`config.mk`:
```
export PLATFORM = sky130hd
export DESIGN_NAME = stream_chunker_flat
export DESIGN_NICKNAME = d
export VERILOG_FILES = /design/src/rtl/stream_chunker_if.sv /design/src/rtl/stream_chunker.sv /design/src/flat_wrapper.sv
export SDC_FILE = /design/constraint.sdc
export NUM_CORES = 1
export LEC_CHECK = 0
export CAP_MARGIN = 20
export CORE_ASPECT_RATIO = 1.2
export CORE_MARGIN = 10
export CORE_UTILIZATION = 60
export CTS_CLUSTER_SIZE = 24
export DETAILED_ROUTE_END_ITERATION = 12
export HOLD_SLACK_MARGIN = 0.12
export PLACE_DENSITY_LB_ADDON = 0.3
export SYNTH_ARGS = -nofsm -noshare
export SYNTH_HDL_FRONTEND = slang
export SYNTH_SLANG_ARGS = --single-unit
```
`constraint.sdc`:
```
create_clock -name clk -period 12.3 [get_ports clk]
set_input_delay 1.23 -clock clk [delete_from_list [all_inputs] [get_ports clk]]
set_output_delay 1.23 -clock clk [all_outputs]
set_load 0.01 [all_outputs]
```
`src/rtl/stream_chunker_if.sv`:
```
// Stream interface for stream_chunker. The producer and consumer side is the
// master and the chunker is the slave.
interface stream_chunker_if #(
    parameter int DATA_BYTES = 4
);
    localparam int DATA_BITS = DATA_BYTES * 8;
    localparam int CNT_BITS  = $clog2(DATA_BYTES);

    logic [DATA_BITS-1:0] in_data;
    logic [CNT_BITS-1:0]  in_cnt;
    logic                 in_last;
    logic                 in_valid;
    logic                 in_ready;

    logic [CNT_BITS-1:0]  req_cnt;
    logic [DATA_BITS-1:0] out_data;
    logic [CNT_BITS-1:0]  out_cnt;
    logic                 out_last;
    logic                 out_valid;
    logic                 out_ready;

    modport master (
        output in_data, in_cnt, in_last, in_valid, req_cnt, out_ready,
        input  in_ready, out_data, out_cnt, out_last, out_valid
    );

    modport slave (
        input  in_data, in_cnt, in_last, in_valid, req_cnt, out_ready,
        output in_ready, out_data, out_cnt, out_last, out_valid
    );
endinterface

```
`src/rtl/stream_chunker.sv`:
```
// Re-chunks a normalized byte stream into consumer-sized pieces. A 2-beat byte
// buffer is drained from the front by a funnel shifter and refilled at its tail.
module stream_chunker #(
    parameter int DATA_BYTES = 4
) (
    input  logic            clk,
    input  logic            rst_n,
    stream_chunker_if.slave bus
);
    localparam int CNT_BITS  = $clog2(DATA_BYTES);
    localparam int CW        = CNT_BITS + 2;
    localparam int IW        = CNT_BITS + 1;
    localparam int BUF_BYTES = 2 * DATA_BYTES;

    logic [7:0]    buf_q [BUF_BYTES];
    logic [7:0]    buf_d [BUF_BYTES];
    logic [CW-1:0] buf_cnt_q, buf_cnt_d;
    logic          last_held_q, last_held_d;

    logic [CW-1:0] req_bytes, chunk_bytes, in_bytes, kept_bytes, shift_bytes;
    logic [CW-1:0] src, rel;
    logic          in_fire, out_fire;

    always_comb begin
        req_bytes   = (bus.req_cnt == '0) ? CW'(DATA_BYTES) : CW'(bus.req_cnt);
        in_bytes    = (bus.in_cnt == '0) ? CW'(DATA_BYTES) : CW'(bus.in_cnt);
        chunk_bytes = (buf_cnt_q < req_bytes) ? buf_cnt_q : req_bytes;
    end

    // Handshake outputs depend on registered state (plus req_cnt on the read side).
    assign bus.in_ready  = !last_held_q && (buf_cnt_q <= CW'(DATA_BYTES));
    assign bus.out_valid = (buf_cnt_q >= req_bytes) || (last_held_q && (buf_cnt_q != '0));
    assign bus.out_last  = last_held_q && (buf_cnt_q <= req_bytes);
    assign bus.out_cnt   = chunk_bytes[CNT_BITS-1:0];

    assign in_fire  = bus.in_valid && bus.in_ready;
    assign out_fire = bus.out_valid && bus.out_ready;

    always_comb begin
        bus.out_data = '0;
        for (int i = 0; i < DATA_BYTES; i++) begin
            bus.out_data[8*i +: 8] = (CW'(i) < chunk_bytes) ? buf_q[i] : 8'h00;
        end
    end

    // Drop the consumed chunk first, then insert the new beat right after the survivors.
    always_comb begin
        shift_bytes = out_fire ? chunk_bytes : '0;
        kept_bytes  = buf_cnt_q - shift_bytes;
        src         = '0;
        rel         = '0;
        for (int i = 0; i < BUF_BYTES; i++) begin
            src      = CW'(i) + shift_bytes;
            buf_d[i] = (src < CW'(BUF_BYTES)) ? buf_q[src[IW-1:0]] : 8'h00;
            rel      = CW'(i) - kept_bytes;
            if (in_fire && (CW'(i) >= kept_bytes) && (rel < in_bytes)) begin
                buf_d[i] = bus.in_data[{rel[CNT_BITS-1:0], 3'b000} +: 8];
            end
        end
        buf_cnt_d   = kept_bytes + (in_fire ? in_bytes : '0);
        last_held_d = (last_held_q && !(out_fire && bus.out_last)) || (in_fire && bus.in_last);
    end

    always_ff @(posedge clk) begin
        if (!rst_n) begin
            buf_cnt_q   <= '0;
            last_held_q <= 1'b0;
        end else begin
            buf_cnt_q   <= buf_cnt_d;
            last_held_q <= last_held_d;
        end
    end

    // Byte contents beyond buf_cnt are never observed, so they need no reset.
    always_ff @(posedge clk) begin
        buf_q <= buf_d;
    end
endmodule

```
`src/flat_wrapper.sv`:
```
// flat-port wrapper written by rule: the top's interface ports become plain ports
module stream_chunker_flat 
#(
    parameter int DATA_BYTES = 4
)
  (clk, rst_n, bus_in_data, bus_in_cnt, bus_in_last, bus_in_valid, bus_req_cnt, bus_out_ready, bus_in_ready, bus_out_data, bus_out_cnt, bus_out_last, bus_out_valid);
  stream_chunker_if #(.DATA_BYTES(DATA_BYTES)) bus_i ();
  input  logic clk;
  input  logic rst_n;
  input wire logic [$bits(bus_i.in_data)-1:0] bus_in_data;
  input wire logic [$bits(bus_i.in_cnt)-1:0] bus_in_cnt;
  input wire logic [$bits(bus_i.in_last)-1:0] bus_in_last;
  input wire logic [$bits(bus_i.in_valid)-1:0] bus_in_valid;
  input wire logic [$bits(bus_i.req_cnt)-1:0] bus_req_cnt;
  input wire logic [$bits(bus_i.out_ready)-1:0] bus_out_ready;
  output wire logic [$bits(bus_i.in_ready)-1:0] bus_in_ready;
  output wire logic [$bits(bus_i.out_data)-1:0] bus_out_data;
  output wire logic [$bits(bus_i.out_cnt)-1:0] bus_out_cnt;
  output wire logic [$bits(bus_i.out_last)-1:0] bus_out_last;
  output wire logic [$bits(bus_i.out_valid)-1:0] bus_out_valid;
  assign bus_i.in_data = bus_in_data;
  assign bus_i.in_cnt = bus_in_cnt;
  assign bus_i.in_last = bus_in_last;
  assign bus_i.in_valid = bus_in_valid;
  assign bus_i.req_cnt = bus_req_cnt;
  assign bus_i.out_ready = bus_out_ready;
  assign bus_in_ready = bus_i.in_ready;
  assign bus_out_data = bus_i.out_data;
  assign bus_out_cnt = bus_i.out_cnt;
  assign bus_out_last = bus_i.out_last;
  assign bus_out_valid = bus_i.out_valid;
  stream_chunker #(.DATA_BYTES(DATA_BYTES)) u_core (.clk(clk), .rst_n(rst_n), .bus(bus_i));
endmodule
```
==> flow_summary.json <==
{
  "p_per_area_nw_per_um2": 329,
  "cts.sinks": 69,
  "drt_iter0_drc": 710,
  "synthCells": 763,
  "maxCapViolations": 0,
  "final.min_clock_period_ns": 7.38,
  "hold_viol": 0,
  "htree_levels": 3,
  "ant_nets": 0,
  "place.port_buffers": 77,
  "synth.avg_cell_area_um2": 8.03,
  "rows": 40,
  "cts_buffers": 9,
  "setup.worst_path.end_class": "register",
  "grt-ovfl-total": 0,
  "p_clk_share_pct": 11.8,
  "skew_ns": 0.00676,
  "antenna_found_initial": 0,
  "netSwitchingPower_mw": 1.19,
  "synth_seq_cells": 69,
  "path_class": "input port to register",
  "worst-slew-pin-transition_ns": 1.00,
  "timing.fmax_mhz": 135,
  "grt_start_max_net_pins": 64,
  "cts-resized-gates": 0,
  "dp_hpwl_mm": 14.8,
  "drive_above_1_share_pct": 9.08,
  "critPathMaxFanout": 47,
  "tns_ns": 0,
  "ir_drop_v": 0.000186,
  "gp_congestion": 1.04,
  "setup_viol": 0,
  "crit_required_ns": 12.51,
  "synth-edff-count": 0,
  "clockBufferDepth": 2,
  "layout.nets": 886,
  "finalMaxSlewViolations": 0,
  "insertion_delay_ns": 0.34,
  "synth_fp_nets": 839,
  "crit_arrival_ns": 7.59,
  "p_leak_nw": 2.91,
  "die_area_um2": 14700,
  "period_share_pct": 60.0,
  "grt_pass1_vias": 5820,
  "ys_warn_count": 0,
  "synth.distinct_cells": 52,
  "vias": 6178,
  "totalWireLength_mm": 19.3,
  "area_growth_pct": 18.0,
  "synth-async-reset-ratio_pct": 0,
  "ys.flop_type": "dfxtp_1",
  "io_pins": 78,
  "viasPerCell": 6.57,
  "seqPwrFrac_pct": 19.0,
  "switching_share_pct": 50.0,
  "fp.coreArea_um2": 10000,
  "internal-power_mw": 1.19,
  "cts_hold_buf": 0,
  "hold_path_class": "register to register",
  "diodes": 0,
  "final_common_cell": "nand2_1",
  "p_comb_share_pct": 69.2,
  "cts_setup_buffers": 0,
  "dr.pass1.iters": 5,
  "fp.dieH_um": 131,
  "cts_root_buffer": "clkbuf_16",
  "rr_worst_depth": 20,
  "hold-worst-slack_ns": 0.644,
  "drc_errors": 0,
  "grt_usage_pct": 25.4,
  "syn-cell-area_um2": 6130,
  "run_status": "completed",
  "die_w_um": 112,
  "initial_utilization_pct": 61.2,
  "path_clk_slew_ns": 0.06,
  "rsz0062_at_grt": "false",
  "ys_seq_area_share_pct": 22.5,
  "grt_pass1_wl_mm": 30.5,
  "slew_headroom_pct": 33.2,
  "holdPathStages": 2,
  "cts_tree": "yes",
  "most-common-layout-cells": "119 x nand2_1, 91 x mux2i_1, 77 x clkdlybuf4s50_1",
  "wire_per_inst_um": 20.6,
  "worstSetupStartpointType": "input port"
}
## metal layers
| layer | up-vias | wire, um | GRT usage [%] |
|---|---|---|---|
| li1 | 2881 | - | - |
| met1 | 2905 | 7980 | 31.8 |
| met2 | 355 | 8810 | 40.6 |
| met3 | 37 | 2220 | 7.66 |
| met4 | 0 | 337 | 8.74 |
| met5 | - | 0 | 0 |
## cell usage after synthesis (all sizes together) (19+ instances only)
master	n	area, um^2
nor2b	21	131
nor2	28	105
and2	23	144
dfxtp	69	1380
ha	33	413
a21oi	67	339
mux2i	91	911
o21ai	60	300
a22o	19	166
mux2	38	428
nand2	120	453
clkbuf	20	75.1
buf	28	153
## per-stage QoR
stage | utilization [%] | cell area [um^2] | setup slack (ns) | std cells | power [mW]
after floorplan | - | 6130 | 5.73 | 763 | 1.55
after detailed placement | 68.9 | 6900 | 4.61 | 924 | 2.03
after CTS | 72.2 | 7220 | 4.96 | 940 | 2.32
after global placement | 68.9 | 6900 | 4.92 | 924 | 1.96
after global routing | 72.2 | 7230 | 4.41 | 941 | 2.55
final | 72.2 | 7230 | 4.92 | 941 | 2.38
## path summary, 6_finish.rpt
kind | from | slack (ns) | endpoint
max | bus_req_cnt[0] | 4.92 | u_core.buf_q[31]
min | u_core.last_held_q | 0.64 | u_core.last_held_q
max reg2reg | u_core.buf_cnt_q[2] | 6.11 | u_core.buf_q[31]
min reg2reg | u_core.last_held_q | 0.64 | u_core.last_held_q
## state kept, by name, indices dropped and copies added (netlist names)
signal	cells
u_core.buf_q	64
u_core.buf_cnt_q	4
u_core.last_held_q	1
## critical path: stages
cell,delay [ns]
clkdlybuf4s50_1,0.48
or2_2,0.34
ha_1,0.33
a211oi_2,0.36
and2_1,0.43
a41oi_4,0.15
buf_4,0.34
inv_2,0.12
ha_1,0.16
inv_1,0.06
fa_1,0.48
buf_4,0.27
clkinv_1,0.52
ha_1,0.47
xnor2_1,0.22
inv_1,0.07
ha_1,0.26
nor2b_1,0.13
a211oi_1,0.35
nand2_1,0.39
nand2_1,0.24
o21ai_0,0.14
## power by group through the flow
stage	logic, mW	clock network (mW)	registers (mW)
after floorplan	1.15	0	0.403
after global placement	1.52	0	0.440
after detailed placement	1.59	0	0.445
after CTS	1.60	0.280	0.442
after global routing	1.80	0.291	0.459
final	1.64	0.281	0.453
## kinds of logic after synthesis
logic type                 Yosys count  share of synthesized area (%)
muxes                              129                           21.8
xor gates and xnor gates             9                           1.29
and+or+nand+nor                    227                           16.9
buffers and inverters               67                           4.88
DFF                                 69                           22.5
adders and majority gates           35                           7.39
AOI/OAI and AO/OA                  227                           25.1
## area by class of cell
cell class,instances,area (um^2)
clock buffers,10,239
clock inverters,6,86.3
fillers,787,2780
inverters,19,71.3
multi-input cells,627,4470
flip-flops and latches,69,1380
well taps,126,158
repair buffers,84,823
(Power assumes the default switching activity.)
